[src/rtl/calc_n_core.sv]
// rtl/calc_n_core.sv - multi-port tagged calculator core
// Per-port capture FSM and request FIFO, round-robin arbiter, shared ALU with registered output.
module calc_n_core #(
   parameter int NUM_PORTS = 4,
   parameter int DATA_W    = 32,
   parameter int TAG_W     = 2,
   parameter int QDEPTH    = 4
) (
   input  logic                          c_clk,
   input  logic                          reset,
   input  logic [4*NUM_PORTS-1:0]        req_cmd_in,
   input  logic [DATA_W*NUM_PORTS-1:0]   req_data_in,
   input  logic [TAG_W*NUM_PORTS-1:0]    req_tag_in,
   output logic [NUM_PORTS-1:0]          req_ready,
   output logic [2*NUM_PORTS-1:0]        out_resp,
   output logic [DATA_W*NUM_PORTS-1:0]   out_data,
   output logic [TAG_W*NUM_PORTS-1:0]    out_tag
);
   localparam int SHW = $clog2(DATA_W);
   localparam int PW  = (NUM_PORTS > 1) ? $clog2(NUM_PORTS) : 1;
   localparam int QW  = $clog2(QDEPTH);

   typedef enum logic [1:0] {S_IDLE, S_OP2, S_DISCARD} cap_state_t;

   logic [NUM_PORTS-1:0] fifo_nonempty;
   logic [NUM_PORTS-1:0] pop;
   logic [3:0]           head_cmd [NUM_PORTS];
   logic [DATA_W-1:0]    head_op1 [NUM_PORTS];
   logic [DATA_W-1:0]    head_op2 [NUM_PORTS];
   logic [TAG_W-1:0]     head_tag [NUM_PORTS];

   logic          gnt_valid;
   logic [PW-1:0] gnt_port;
   logic [PW-1:0] rr_ptr;
   int            idx;

   logic               out_v;
   logic [PW-1:0]      out_port;
   logic [1:0]         res_resp;
   logic [DATA_W-1:0]  res_data;
   logic [TAG_W-1:0]   res_tag;

   for (genvar p = 0; p < NUM_PORTS; p++) begin : g_port
      cap_state_t          state, state_nxt;
      logic [3:0]          cmd_in;
      logic [DATA_W-1:0]   data_in;
      logic [TAG_W-1:0]    tag_in;
      logic [3:0]          cmd_l;
      logic [DATA_W-1:0]   op1_l;
      logic [TAG_W-1:0]    tag_l;
      logic [3:0]          q_cmd [QDEPTH];
      logic [DATA_W-1:0]   q_op1 [QDEPTH];
      logic [DATA_W-1:0]   q_op2 [QDEPTH];
      logic [TAG_W-1:0]    q_tag [QDEPTH];
      logic [QW-1:0]       wr_ptr, rd_ptr;
      logic [QW:0]         count;
      logic [QW+1:0]       occ;
      logic                wr;
      logic                accept;

      assign cmd_in  = req_cmd_in[4*p +: 4];
      assign data_in = req_data_in[DATA_W*p +: DATA_W];
      assign tag_in  = req_tag_in[TAG_W*p +: TAG_W];

      // An entry held in OP2 already owns a FIFO slot for admission purposes.
      assign wr           = (state == S_OP2);
      assign occ          = {1'b0, count} + {{(QW+1){1'b0}}, wr};
      assign req_ready[p] = (state == S_IDLE) && (occ < (QW+2)'(QDEPTH));
      assign accept       = req_ready[p] && (cmd_in != 4'd0);

      always_comb begin
         state_nxt = state;
         case (state)
            S_IDLE:    if (cmd_in != 4'd0) state_nxt = req_ready[p] ? S_OP2 : S_DISCARD;
            S_OP2:     state_nxt = S_IDLE;
            S_DISCARD: state_nxt = S_IDLE;
            default:   state_nxt = S_IDLE;
         endcase
      end

      always_ff @(posedge c_clk or negedge reset) begin
         if (!reset) begin
            state  <= S_IDLE;
            cmd_l  <= '0;
            op1_l  <= '0;
            tag_l  <= '0;
            wr_ptr <= '0;
            rd_ptr <= '0;
            count  <= '0;
         end else begin
            state <= state_nxt;
            if (accept) begin
               cmd_l <= cmd_in;
               op1_l <= data_in;
               tag_l <= tag_in;
            end
            if (wr) wr_ptr <= wr_ptr + QW'(1);
            if (pop[p]) rd_ptr <= rd_ptr + QW'(1);
            case ({wr, pop[p]})
               2'b10:   count <= count + (QW+1)'(1);
               2'b01:   count <= count - (QW+1)'(1);
               default: count <= count;
            endcase
         end
      end

      always_ff @(posedge c_clk) begin
         if (wr) begin
            q_cmd[wr_ptr] <= cmd_l;
            q_op1[wr_ptr] <= op1_l;
            q_op2[wr_ptr] <= data_in;
            q_tag[wr_ptr] <= tag_l;
         end
      end

      assign fifo_nonempty[p] = (count != '0);
      assign head_cmd[p]      = q_cmd[rd_ptr];
      assign head_op1[p]      = q_op1[rd_ptr];
      assign head_op2[p]      = q_op2[rd_ptr];
      assign head_tag[p]      = q_tag[rd_ptr];
      assign pop[p]           = gnt_valid && (gnt_port == PW'(p));

      assign out_resp[2*p +: 2]          = (out_v && out_port == PW'(p)) ? res_resp : 2'd0;
      assign out_data[DATA_W*p +: DATA_W] = (out_v && out_port == PW'(p)) ? res_data : '0;
      assign out_tag[TAG_W*p +: TAG_W]    = (out_v && out_port == PW'(p)) ? res_tag : '0;
   end

   always_comb begin
      gnt_valid = 1'b0;
      gnt_port  = '0;
      idx       = 0;
      for (int i = 0; i < NUM_PORTS; i++) begin
         idx = int'(rr_ptr) + i;
         if (idx >= NUM_PORTS) idx = idx - NUM_PORTS;
         if (!gnt_valid && fifo_nonempty[idx]) begin
            gnt_valid = 1'b1;
            gnt_port  = idx[PW-1:0];
         end
      end
   end

   logic [3:0]        sel_cmd;
   logic [DATA_W-1:0] sel_op1, sel_op2;
   logic [DATA_W:0]   sum_w;
   logic [1:0]        alu_resp;
   logic [DATA_W-1:0] alu_data;

   assign sel_cmd = head_cmd[gnt_port];
   assign sel_op1 = head_op1[gnt_port];
   assign sel_op2 = head_op2[gnt_port];
   assign sum_w   = {1'b0, sel_op1} + {1'b0, sel_op2};

   always_comb begin
      alu_resp = 2'd2;
      alu_data = '0;
      case (sel_cmd)
         4'd1: if (!sum_w[DATA_W]) begin alu_resp = 2'd1; alu_data = sum_w[DATA_W-1:0]; end
         4'd2: if (sel_op2 <= sel_op1) begin alu_resp = 2'd1; alu_data = sel_op1 - sel_op2; end
         4'd5: begin alu_resp = 2'd1; alu_data = sel_op1 << sel_op2[SHW-1:0]; end
         4'd6: begin alu_resp = 2'd1; alu_data = sel_op1 >> sel_op2[SHW-1:0]; end
         default: ;
      endcase
   end

   always_ff @(posedge c_clk or negedge reset) begin
      if (!reset) begin
         rr_ptr   <= '0;
         out_v    <= 1'b0;
         out_port <= '0;
         res_resp <= '0;
         res_data <= '0;
         res_tag  <= '0;
      end else begin
         out_v <= gnt_valid;
         if (gnt_valid) begin
            rr_ptr   <= (gnt_port == PW'(NUM_PORTS-1)) ? '0 : gnt_port + PW'(1);
            out_port <= gnt_port;
            res_resp <= alu_resp;
            res_data <= alu_data;
            res_tag  <= head_tag[gnt_port];
         end
      end
   end
endmodule

[config.mk]
export PLATFORM = sky130hd
export DESIGN_NAME = calc_n_core
export DESIGN_NICKNAME = d
export VERILOG_FILES = /design/src/rtl/calc_n_core.sv
export SDC_FILE = /design/constraint.sdc
export NUM_CORES = 2
export LEC_CHECK = 0
export BUFFER_PORTS_ARGS = -buffer_cell sky130_fd_sc_hd__buf_4
export CAP_MARGIN = 20
export CORE_AREA = 2 2 423 425
export CTS_CLUSTER_SIZE = 28
export DETAILED_ROUTE_END_ITERATION = 8
export DIE_AREA = 0 0 425 427
export PLACE_DENSITY_LB_ADDON = 0.2
export SETUP_SLACK_MARGIN = 0.2
export SYNTH_ARGS = -nofsm -noshare
export SYNTH_HDL_FRONTEND = slang
export SYNTH_SLANG_ARGS = --single-unit
[constraint.sdc]
create_clock -name c_clk -period 5.9 [get_ports c_clk]
set_input_delay 1.18 -clock c_clk [delete_from_list [all_inputs] [get_ports c_clk]]
set_output_delay 1.18 -clock c_clk [all_outputs]
set_load 0.01 [all_outputs]
==> flow_summary_export.csv <==
group,metric,value,unit
route,post-route-drc-count,0,
logic_synthesis,synth_seq_area_share,0.658,
cells_and_area,syn2layout_area_growth,20.0,%
critical_path,worstPathRequired,6.56,ns
timing,slew_headroom,0.329,
timing,worst_pin_slew,1.01,ns
logic_synthesis,netlist_instances,3826,
floorplan,die_x,425,um
cells_and_area,layout_commonest_cell,"edfxtp_1",
logic_synthesis,synth_top_cell_by_area,"edfxtp_1",
clock_network,holdBufCountCts,0,
global_route,grt_pass1_wl,274000,um
place,io_buffers,301,
route,via_count,36478,
logic_synthesis,syn_avg_cell_area,15.6,um2
global_route,grt_usage,0.210,
clock_network,cts_root_buf,"clkbuf_16",
route,wl_per_cell,28.3,um
logic_synthesis,ys_warn_count,0,
timing,setup_viol,0,
floorplan,core,0.177,mm2
cells_and_area,layout_common_cells,"edfxtp_1, buf_4, nand2_1",
cells_and_area,fin_nets,4595,
critical_path,r2r_start,"g_port[1].count[1]$_DFFE_PN0P_",
critical_path,crit_type,"flop to flop",
critical_path,cp-startpoint,"g_port[1].count[1]$_DFFE_PN0P_",
critical_path,cp_top_family,"compound AO/OA/AOI/OAI gates",
critical_path,path_max_fanout,9,
logic_synthesis,synthArstFlopShare,0.170,
logic_synthesis,synth_seq_cells,1349,
global_route,grt_pass1_vias,36146,
global_route,grt_max_degree,87,
place,hpwlAfterDp,138000,um
route,firstDrtPassIters,6,
route,wirelength,193000,um
logic_synthesis,ys_types,87,
cells_and_area,drive_above_1_share,0.287,
floorplan,die_h,427,um
clock_network,cts_made_buffers,150,
floorplan,io_pins,302,
floorplan,die_area,0.181,mm2
route,ant_nets,0,
critical_path,path_buf_inv,3,
logic_synthesis,synth_edf_count,1120,
clock_network,clock_latency,0.81,ns
route,avgViaCountPerCell,5.34,
clock_network,clk_path_buf_depth,3,
timing,min_period_over_period,0.936,
timing,fin_crit,5.52,ns
critical_path,crit_arrival,6.18,ns
clock_network,clkTransAtPathRegs,0.06,ns
timing,fin_skew,0.0420,ns
logic_synthesis,yosys-top-cells-area,"edfxtp_1, mux4_2, dfrtp_1",
timing,hold_violations,0,
logic_synthesis,syn_nets,4075,
logic_synthesis,synthFlopType,"edfxtp_1",
floorplan,start_util,0.337,
timing,rsz0062_at_grt,"no",
logic_synthesis,yosysTopAreaCellShare,0.562,
timing,fin_setup_tns,0,ns
clock_network,cts.sink_count,1349,
logic_synthesis,syn-cell-area,0.0598,mm2
global_route,grt_overflow,0,
critical_path,crit_chain,"or4_4, o32ai_4, nor2_4, inv_6, mux2_2, o21ai_1, inv_1, ha_1, or4_1, a2111oi_2, o31ai_1, buf_4, and2_1, o221ai_1, a21oi_1, nand2b_1, a31oi_1, xnor2_1, a22oi_1, a32oi_1",
critical_path,crit_path_max_incr_delay,0.58,ns
worst_hold_path,hold_class,"primary input to asynchronous set/reset pin",
floorplan,rows,155,
route,drtIter0Drc,3356,
place,gp_congestion,0.985,
timing,fmax,181,MHz
clock_network,cts_tree,"built",
run,cap_violations,0,
global_route,antenna_found_initial,24,
critical_path,cp_slowest_cell,"or4_4",
critical_path,crit_path_end_kind,"flop",
critical_path,start_kind,"flop",
timing,slew_viol_final,0,
outcome,status,"complete, no violations",
clock_network,cts_max_level,4,
layout make-up:
cell class / count / area [um2]
Clock inverter: 68 / 736
Antenna cell: 2 / 5.00
Sequential cell: 1349 / 39400
Fill cell: 16395 / 105000
Timing Repair Buffer: 585 / 4770
Clock buffer: 211 / 4150
Tap cell: 2355 / 2950
Inverter: 130 / 500
Multi-Input combinational cell: 2130 / 19300
state kept, by name, summed over array words and instances (netlist names), 8 cells and up:
register	flops
g_port.q_tag	32
g_port.cmd_l	16
g_port.wr_ptr	8
g_port.op1_l	128
g_port.state	8
g_port.q_op1	512
g_port.rd_ptr	8
g_port.count	12
g_port.tag_l	8
g_port.q_op2	512
g_port.q_cmd	64
res_data	32
cells in the mapped netlist (12+ instances only):
library cell     n
nor4_1          12
a211oi_1        38
edfxtp_1      1120
a32oi_1         18
o22ai_1         50
nand3_1         58
nor2_1         114
mux2_2          94
o21a_1          12
and2_1         169
a221oi_1        13
clkbuf_1       125
nor2b_1         14
ha_1            89
o21ai_1         15
mux2i_1        208
nor3_1          33
mux4_2         279
a22o_1          14
xnor2_1         37
buf_2           43
and3_1          32
buf_1           37
a31o_2          21
nand2_1        379
dfrtp_1        229
a21oi_1         77
inv_1          119
a22oi_1         16
o21ai_0         97
xor2_1          19
o221ai_1        16
path summary, 6_finish.rpt:
check                                                        to  cells past startpoint  slack (ns)
worst max-delay path                   res_data[26]$_DFFE_PN0P_                     20        0.38
worst min-delay path            g_port[1].op1_l[21]$_DFFE_PN0P_                      1        0.36
worst max register to register         res_data[26]$_DFFE_PN0P_                     20        0.38
worst min register to register   g_port[1].state[1]$_DFFE_PN0P_                      1        0.50
max in group asynchronous               res_data[5]$_DFFE_PN0P_                      2        4.35
min in group c_clk               g_port[1].state[1]$_DFFE_PN0P_                      1        0.50
through the flow:
| stage | hold WS [ns] | utilization | instances | setup slack [ns] | instance area (um2) |
|---|---|---|---|---|---|
| global placement | 0.484 | 0.375 | 6531 | -0.359 | 66400 |
| floorplan | 0.450 | - | 3826 | 0.302 | 59800 |
| CTS | 0.363 | 0.403 | 6813 | 0.205 | 71400 |
| global route | 0.376 | 0.405 | 6829 | 0.194 | 71800 |
| finish | 0.358 | 0.405 | 6830 | 0.378 | 71800 |
| detailed placement | 0.491 | 0.375 | 6533 | -0.387 | 66500 |
kinds of logic (layout without fill, tap and decap cells):
group	Yosys count	count (layout)	synth area share
AO/OA/AOI/OAI	530	530	0.0619
XOR/XNOR	56	56	0.00820
adder cells (fa/ha/maj)	95	95	0.0206
buffers and inverters	347	994	0.0238
flip-flops	1349	1349	0.658
multiplexers	584	584	0.158
other	0	2	0
AND/OR/NAND/NOR	865	865	0.0690
repair_timing:
action	in CTS	in global routing
setup buffers	1	11
gates resized for setup	8	44
cloned	0	3
endpoints found under the setup margin	9	32
pin swaps	0	3
per-layer routing:
| layer | up-vias | part of all wire | GRT usage |
|---|---|---|---|
| met5 | - | 0.00052 | 0 |
| met4 | 14 | 0.032 | 0.0617 |
| met3 | 321 | 0.058 | 0.0352 |
| met2 | 1331 | 0.47 | 0.340 |
| met1 | 18886 | 0.44 | 0.291 |
| li1 | 15926 | - | - |
Power is not shown: default switching activity piles up to over one toggle a cycle in this logic, so the estimate is an artifact.
